File: src/rtl/pattern_scan_pkg.sv
// Shared constants for the pattern scan controller: FSM state encoding
// and default widths.
package pattern_scan_pkg;

  localparam int WORD_W_DEF = 8;
  localparam int LEN_W_DEF  = 8;
  localparam int CNT_W_DEF  = 16;

  typedef enum logic [1:0] {
    IDLE  = 2'd0,
    LOAD  = 2'd1,
    SHIFT = 2'd2,
    DRAIN = 2'd3
  } state_e;

endpackage

File: src/rtl/pattern_scan_ctrl_serializer.sv
// Word-to-bit serializer: holds the current word, walks a bit index down
// to zero and flags the last bit so the controller can prefetch.
// Bit order: MSB first by default, LSB first when
// PATTERN_SCAN_CTRL_LSB_FIRST_EN is defined.
module pattern_bit_serializer #(
  parameter int WORD_W = 8
) (
  input  logic              clk,
  input  logic              rst,
  input  logic              load,
  input  logic              shift,
  input  logic [WORD_W-1:0] word,
  output logic              bit_out,
  output logic              last_bit
);

  localparam int IDX_W = (WORD_W > 1) ? $clog2(WORD_W) : 1;

  logic [WORD_W-1:0] sr;
  logic [IDX_W-1:0]  idx;

  // Load wins over shift so a prefetched word replaces the spent one seamlessly
  always_ff @(posedge clk or posedge rst) begin
    if (rst) begin
      sr  <= '0;
      idx <= '0;
    end else if (load) begin
      sr  <= word;
      idx <= IDX_W'(WORD_W - 1);
    end else if (shift) begin
`ifdef PATTERN_SCAN_CTRL_LSB_FIRST_EN
      sr  <= sr >> 1;
`else
      sr  <= sr << 1;
`endif
      idx <= idx - 1'b1;
    end
  end

`ifdef PATTERN_SCAN_CTRL_LSB_FIRST_EN
  assign bit_out = sr[0];
`else
  assign bit_out = sr[WORD_W-1];
`endif

  assign last_bit = (idx == '0);

endmodule

File: src/rtl/pattern_scan_ctrl.sv
// Frame sequencer for the serial 10110 detector: accepts words over
// valid/ready, streams them as one contiguous bit stream, counts hits and
// pulses done at frame end. Optional build macro
// PATTERN_SCAN_CTRL_LSB_FIRST_EN selects LSB-first serialization.
module pattern_scan_ctrl
  import pattern_scan_pkg::*;
#(
  parameter int WORD_W = WORD_W_DEF,
  parameter int LEN_W  = LEN_W_DEF,
  parameter int CNT_W  = CNT_W_DEF
) (
  input  logic              clk,
  input  logic              rst,
  input  logic              start,
  input  logic [LEN_W-1:0]  frame_len,
  input  logic              word_valid,
  input  logic [WORD_W-1:0] word_data,
  output logic              word_ready,
  output logic              det_rst,
  output logic              det_valid,
  output logic              det_in,
  input  logic              det_out,
  output logic              busy,
  output logic              done,
  output logic [CNT_W-1:0]  hit_count,
  output logic              underrun
);

  state_e           state;
  logic [LEN_W-1:0] words_left;
  logic             last_bit;
  logic             xfer;

  // Ready in LOAD, and on the final bit of a word when more words are owed
  always_comb begin
    word_ready = (state == LOAD) ||
                 ((state == SHIFT) && last_bit && (words_left != '0));
  end

  assign xfer = word_valid && word_ready;

  pattern_bit_serializer #(.WORD_W(WORD_W)) u_ser (
    .clk      (clk),
    .rst      (rst),
    .load     (xfer),
    .shift    (state == SHIFT),
    .word     (word_data),
    .bit_out  (det_in),
    .last_bit (last_bit)
  );

  // Frame FSM with word counter, saturating hit counter and status flags
  always_ff @(posedge clk or posedge rst) begin
    if (rst) begin
      state      <= IDLE;
      words_left <= '0;
      det_rst    <= 1'b0;
      det_valid  <= 1'b0;
      busy       <= 1'b0;
      done       <= 1'b0;
      hit_count  <= '0;
      underrun   <= 1'b0;
    end else begin
      det_rst <= 1'b0;
      done    <= 1'b0;
      if (det_out && (state != IDLE) && (hit_count != {CNT_W{1'b1}}))
        hit_count <= hit_count + 1'b1;
      case (state)
        IDLE: begin
          if (start) begin
            hit_count <= '0;
            if (frame_len != '0) begin
              underrun   <= 1'b0;
              det_rst    <= 1'b1;
              words_left <= frame_len;
              busy       <= 1'b1;
              state      <= LOAD;
            end else begin
              done <= 1'b1;
            end
          end
        end
        LOAD: begin
          if (xfer) begin
            words_left <= words_left - 1'b1;
            det_valid  <= 1'b1;
            state      <= SHIFT;
          end
        end
        SHIFT: begin
          if (last_bit) begin
            if (words_left != '0) begin
              if (xfer) begin
                words_left <= words_left - 1'b1;
              end else begin
                // Stream gap: dropping det_valid clears the detector's history
                det_valid <= 1'b0;
                underrun  <= 1'b1;
                state     <= LOAD;
              end
            end else begin
              det_valid <= 1'b0;
              state     <= DRAIN;
            end
          end
        end
        DRAIN: begin
          busy  <= 1'b0;
          done  <= 1'b1;
          state <= IDLE;
        end
        default: state <= IDLE;
      endcase
    end
  end

endmodule
File: config.mk
export PLATFORM = sky130hd
export DESIGN_NAME = pattern_scan_ctrl
export DESIGN_NICKNAME = d
export VERILOG_FILES = /design/src/rtl/pattern_scan_pkg.sv /design/src/rtl/pattern_scan_ctrl_serializer.sv /design/src/rtl/pattern_scan_ctrl.sv
export SDC_FILE = /design/constraint.sdc
export NUM_CORES = 1
export LEC_CHECK = 0
export CORE_MARGIN = 1
export CORE_UTILIZATION = 50
export DETAILED_ROUTE_END_ITERATION = 6
export PLACE_DENSITY = 0.8
export SLEW_MARGIN = 10
export SYNTH_ARGS = -nofsm -noshare
export SYNTH_HDL_FRONTEND = slang
export SYNTH_SLANG_ARGS = --single-unit
File: constraint.sdc
create_clock -name clk -period 2.5 [get_ports clk]
set_clock_uncertainty 0.2 [all_clocks]
set_input_delay 0.375 -clock clk [delete_from_list [all_inputs] [get_ports clk]]
set_output_delay 0.375 -clock clk [all_outputs]
set_load 0.005 [all_outputs]
==> flow_metrics.py <==
metrics = {
    "yosys": {
        "synth_compound_area_share_pct": 18.1,
        "synthSimpleGateAreaFrac_pct": 23.3,
        "synth_edf_count": 0,
        "synth_top_family_by_area": "simple AND/OR/NAND/NOR gates",
        "syn_area_per_cell_um2": 9.33,
        "synth-xor-area-share_pct": 3.83,
        "async_flop_share_pct": 100,
        "synthCells": 270,
        "syn_nets": 300,
        "synth_fa_ha_area_share_pct": 4.47,
        "ys.flop_type": "dfrtp_1",
        "ys_types": 54,
        "ys_seq_elements": 42,
        "synth.area.mux_share_pct": 5.17,
        "synth_warnings": 0,
        "yosysSeqAreaShare_pct": 41.7,
        "synth_area_um2": 2520,
    },
    "pwr": {
        "p_int_mw": 1.86,
        "total_power_mw": 3.17,
        "swShare_pct": 41.3,
        "power.switching_mw": 1.31,
        "p_seq_share_pct": 34.6,
        "clkPwrFrac_pct": 12.9,
        "p_comb_share_pct": 52.4,
        "leakage_nw": 1.35,
        "ir_worst_vdd_v": 0.000626,
        "powerDensity_nw_per_um2": 991,
    },
    "timing": {
        "finalSetupViolations": 0,
        "drv_slew": 0,
        "fin_crit_ns": 2.36,
        "worst_pin_slew_ns": 0.618,
        "setup-tns-final_ns": 0,
        "rsz0062_at_grt": "no",
        "hold_slack_ns": 0.318,
        "relSlewSlack_pct": 58.4,
        "hold_viol": 0,
        "finalCritPeriodShare_pct": 94.2,
        "fmax_ghz": 0.425,
    },
    "status": {
        "status": "completed",
    },
    "setup_path": {
        "r2r_start": "state[1]",
        "worstSetupStartpoint": "words_left[0]",
        "path_class": "reg2out",
        "cp.required_ns": 1.92,
        "worst_setup_path_start_kind": "register",
        "slowest_stage": "dfrtp_1",
        "max_stage_delay_ns": 0.41,
        "r2r_cells": 7,
        "critical_path.max_fanout": 3,
        "end_kind": "output pin",
        "worstPathArrival_ns": 1.78,
        "crit_chain": "inv_2, ha_2, nor3b_2, a21oi_1, or2_2, dlygate4sd2_1",
    },
    "global_routing": {
        "grt_max_degree": 43,
        "grtUsageMet1_pct": 29.5,
        "grt_pass1_wl_um": 9470,
        "grt_use_met3_pct": 5.11,
        "antenna_found_initial": 0,
        "top_usage_layer": "met2",
        "grt_pass1_vias": 2150,
        "overflow": 0,
        "track_usage_pct": 23.3,
        "grtUsageMet2_pct": 38.4,
    },
    "clock_network": {
        "clock_latency_ns": 0.29,
        "ctsHoldBuffers": 0,
        "cts_root_buffer": "clkbuf_8",
        "cts_max_level": 2,
        "cts_tree": "done",
        "path_clk_slew_ns": 0.08,
        "cts_buffer_depth": 2,
        "clock-sinks": 42,
        "cts_buffers": 5,
    },
    "routing": {
        "drcViolationCount": 0,
        "vias": 2245,
        "postRouteAntennaNets": 0,
        "routed_via_density": 5.71,
        "drt_first_iter_violations": 164,
        "drt_pre_antenna_iters": 5,
        "routed_wl_um": 5630,
        "wl_per_cell_um": 14.3,
    },
    "finish": {
        "mostFrequentLayoutCells": "42 x dfrtp_1, 42 x clkdlybuf4s50_1, 27 x nor2_1",
        "multiInputGateArea_um2": 1400,
        "n_fill_cell": 391,
        "num_antenna_cells": 0,
        "layout.nets": 356,
        "drive_above_1_share_pct": 13.5,
        "seqCellArea_um2": 1050,
        "syn_to_final_growth_pct": 27.0,
    },
    "floorplanning": {
        "start_util_pct": 52.6,
        "core_area_um2": 4790,
        "die_h_um": 73.0,
        "rows": 25,
        "die_w_um": 73.0,
        "dieArea_um2": 5330,
        "io-pin-count": 44,
    },
    "placed_design": {
        "globalplace.congestion": 0.949,
        "io_buffers": 43,
        "dp_hpwl_um": 4110,
    },
    "job": {
        "max_cap_violations": 0,
    },
    "hold_path": {
        "min_path_type": "in2async",
    },
}
timing repair:
action | 4_1_cts | 5_1_grt
endpoints found under the hold margin | 0 | 0
setup buffers | 2 | 0
setup endpoints to repair | 1 | 0
gates resized for setup | 7 | 0
final timing paths:
path / to / slack, ns
worst max register to register: hit_count[13] / 0.17
worst max-delay path: word_ready / 0.14
min in group clk: u_ser.sr[0] / 0.32
worst min-delay path: hit_count[12] / 0.32
worst min register to register: u_ser.sr[0] / 0.32
max in group asynchronous: u_ser.idx[1] / 1.42
cell families after synthesis:
logic type | after synthesis
compound gates | 65
mux | 13
flops | 42
xor+xnor | 11
simple gates | 109
buf+inv | 21
fa+ha+maj | 9
worst max-delay path: cells and delay by family, from the launching register on:
family | cells | cell delay [ns]
AOI/OAI and AO/OA | 1 | 0.10
buffers and inverters | 2 | 0.34
adders and majority gates | 1 | 0.18
DFF | 1 | 0.41
and+or+nand+nor | 2 | 0.46
power by group through the flow:
stage          Clock (mW)  Combinational (mW)  Sequential (mW)
6_report            0.410                1.66             1.10
5_1_grt             0.449                1.85             1.12
4_1_cts             0.422                1.64             1.09
3_5_place_dp            0                1.61             1.09
3_3_place_gp            0                1.58             1.09
2_1_floorplan           0                1.12             1.06
cells in the mapped netlist (3+ instances only):
master | count | area share [%]
nand3_1 | 13 | 2.6
o21ai_0 | 6 | 1.2
nand2_1 | 24 | 3.6
nor3_1 | 4 | 0.79
o31ai_1 | 4 | 1.2
ha_1 | 9 | 4.5
inv_1 | 12 | 1.8
nor4_1 | 6 | 1.5
a21oi_1 | 19 | 3.8
xnor2_1 | 6 | 2.1
or4_4 | 3 | 1.3
buf_2 | 5 | 0.99
mux2i_1 | 13 | 5.2
clkbuf_1 | 4 | 0.60
nor2_1 | 27 | 4.0
and2_1 | 3 | 0.75
nand4_1 | 6 | 1.5
nand3b_1 | 3 | 0.89
dfrtp_1 | 42 | 42
xor2_1 | 5 | 1.7
and4_1 | 4 | 1.4
o21ai_1 | 7 | 1.4
a31oi_1 | 6 | 1.5
metrics by stage:
step                      setup slack, ns  utilization [%]  area, um^2  std cells
final                               0.145             66.8        3200        393
after detailed placement           0.0445             64.6        3090        384
after floorplan                     0.416                -        2520        270
after global placement              0.108             64.6        3090        384
after CTS                           0.148             66.8        3200        393
after global routing              0.00295             66.8        3200        393
cell type report:
class	instances	share of cell area, %
tap	67	2.62
sequential	42	32.9
inverter	12	1.41
timing repair buffer	58	16.9
clock inverter	2	0.313
multi-input combinational	207	43.7
clock buffer	5	2.15
routing by layer:
layer  vias up  share of wire, %
li1       1091                 -
met2        78                47
met1      1065                46
met3        11               4.9
met4         0               2.0
met5         -                 0
state kept, by name, summed over array words and instances, names as in the netlist:
name	flops
det_rst	1
det_valid	1
state	2
u_ser.sr	8
done	1
underrun	1
words_left	8
hit_count	16
u_ser.idx	3
busy	1
No activity file was read; power rests on OpenSTA's default activity.
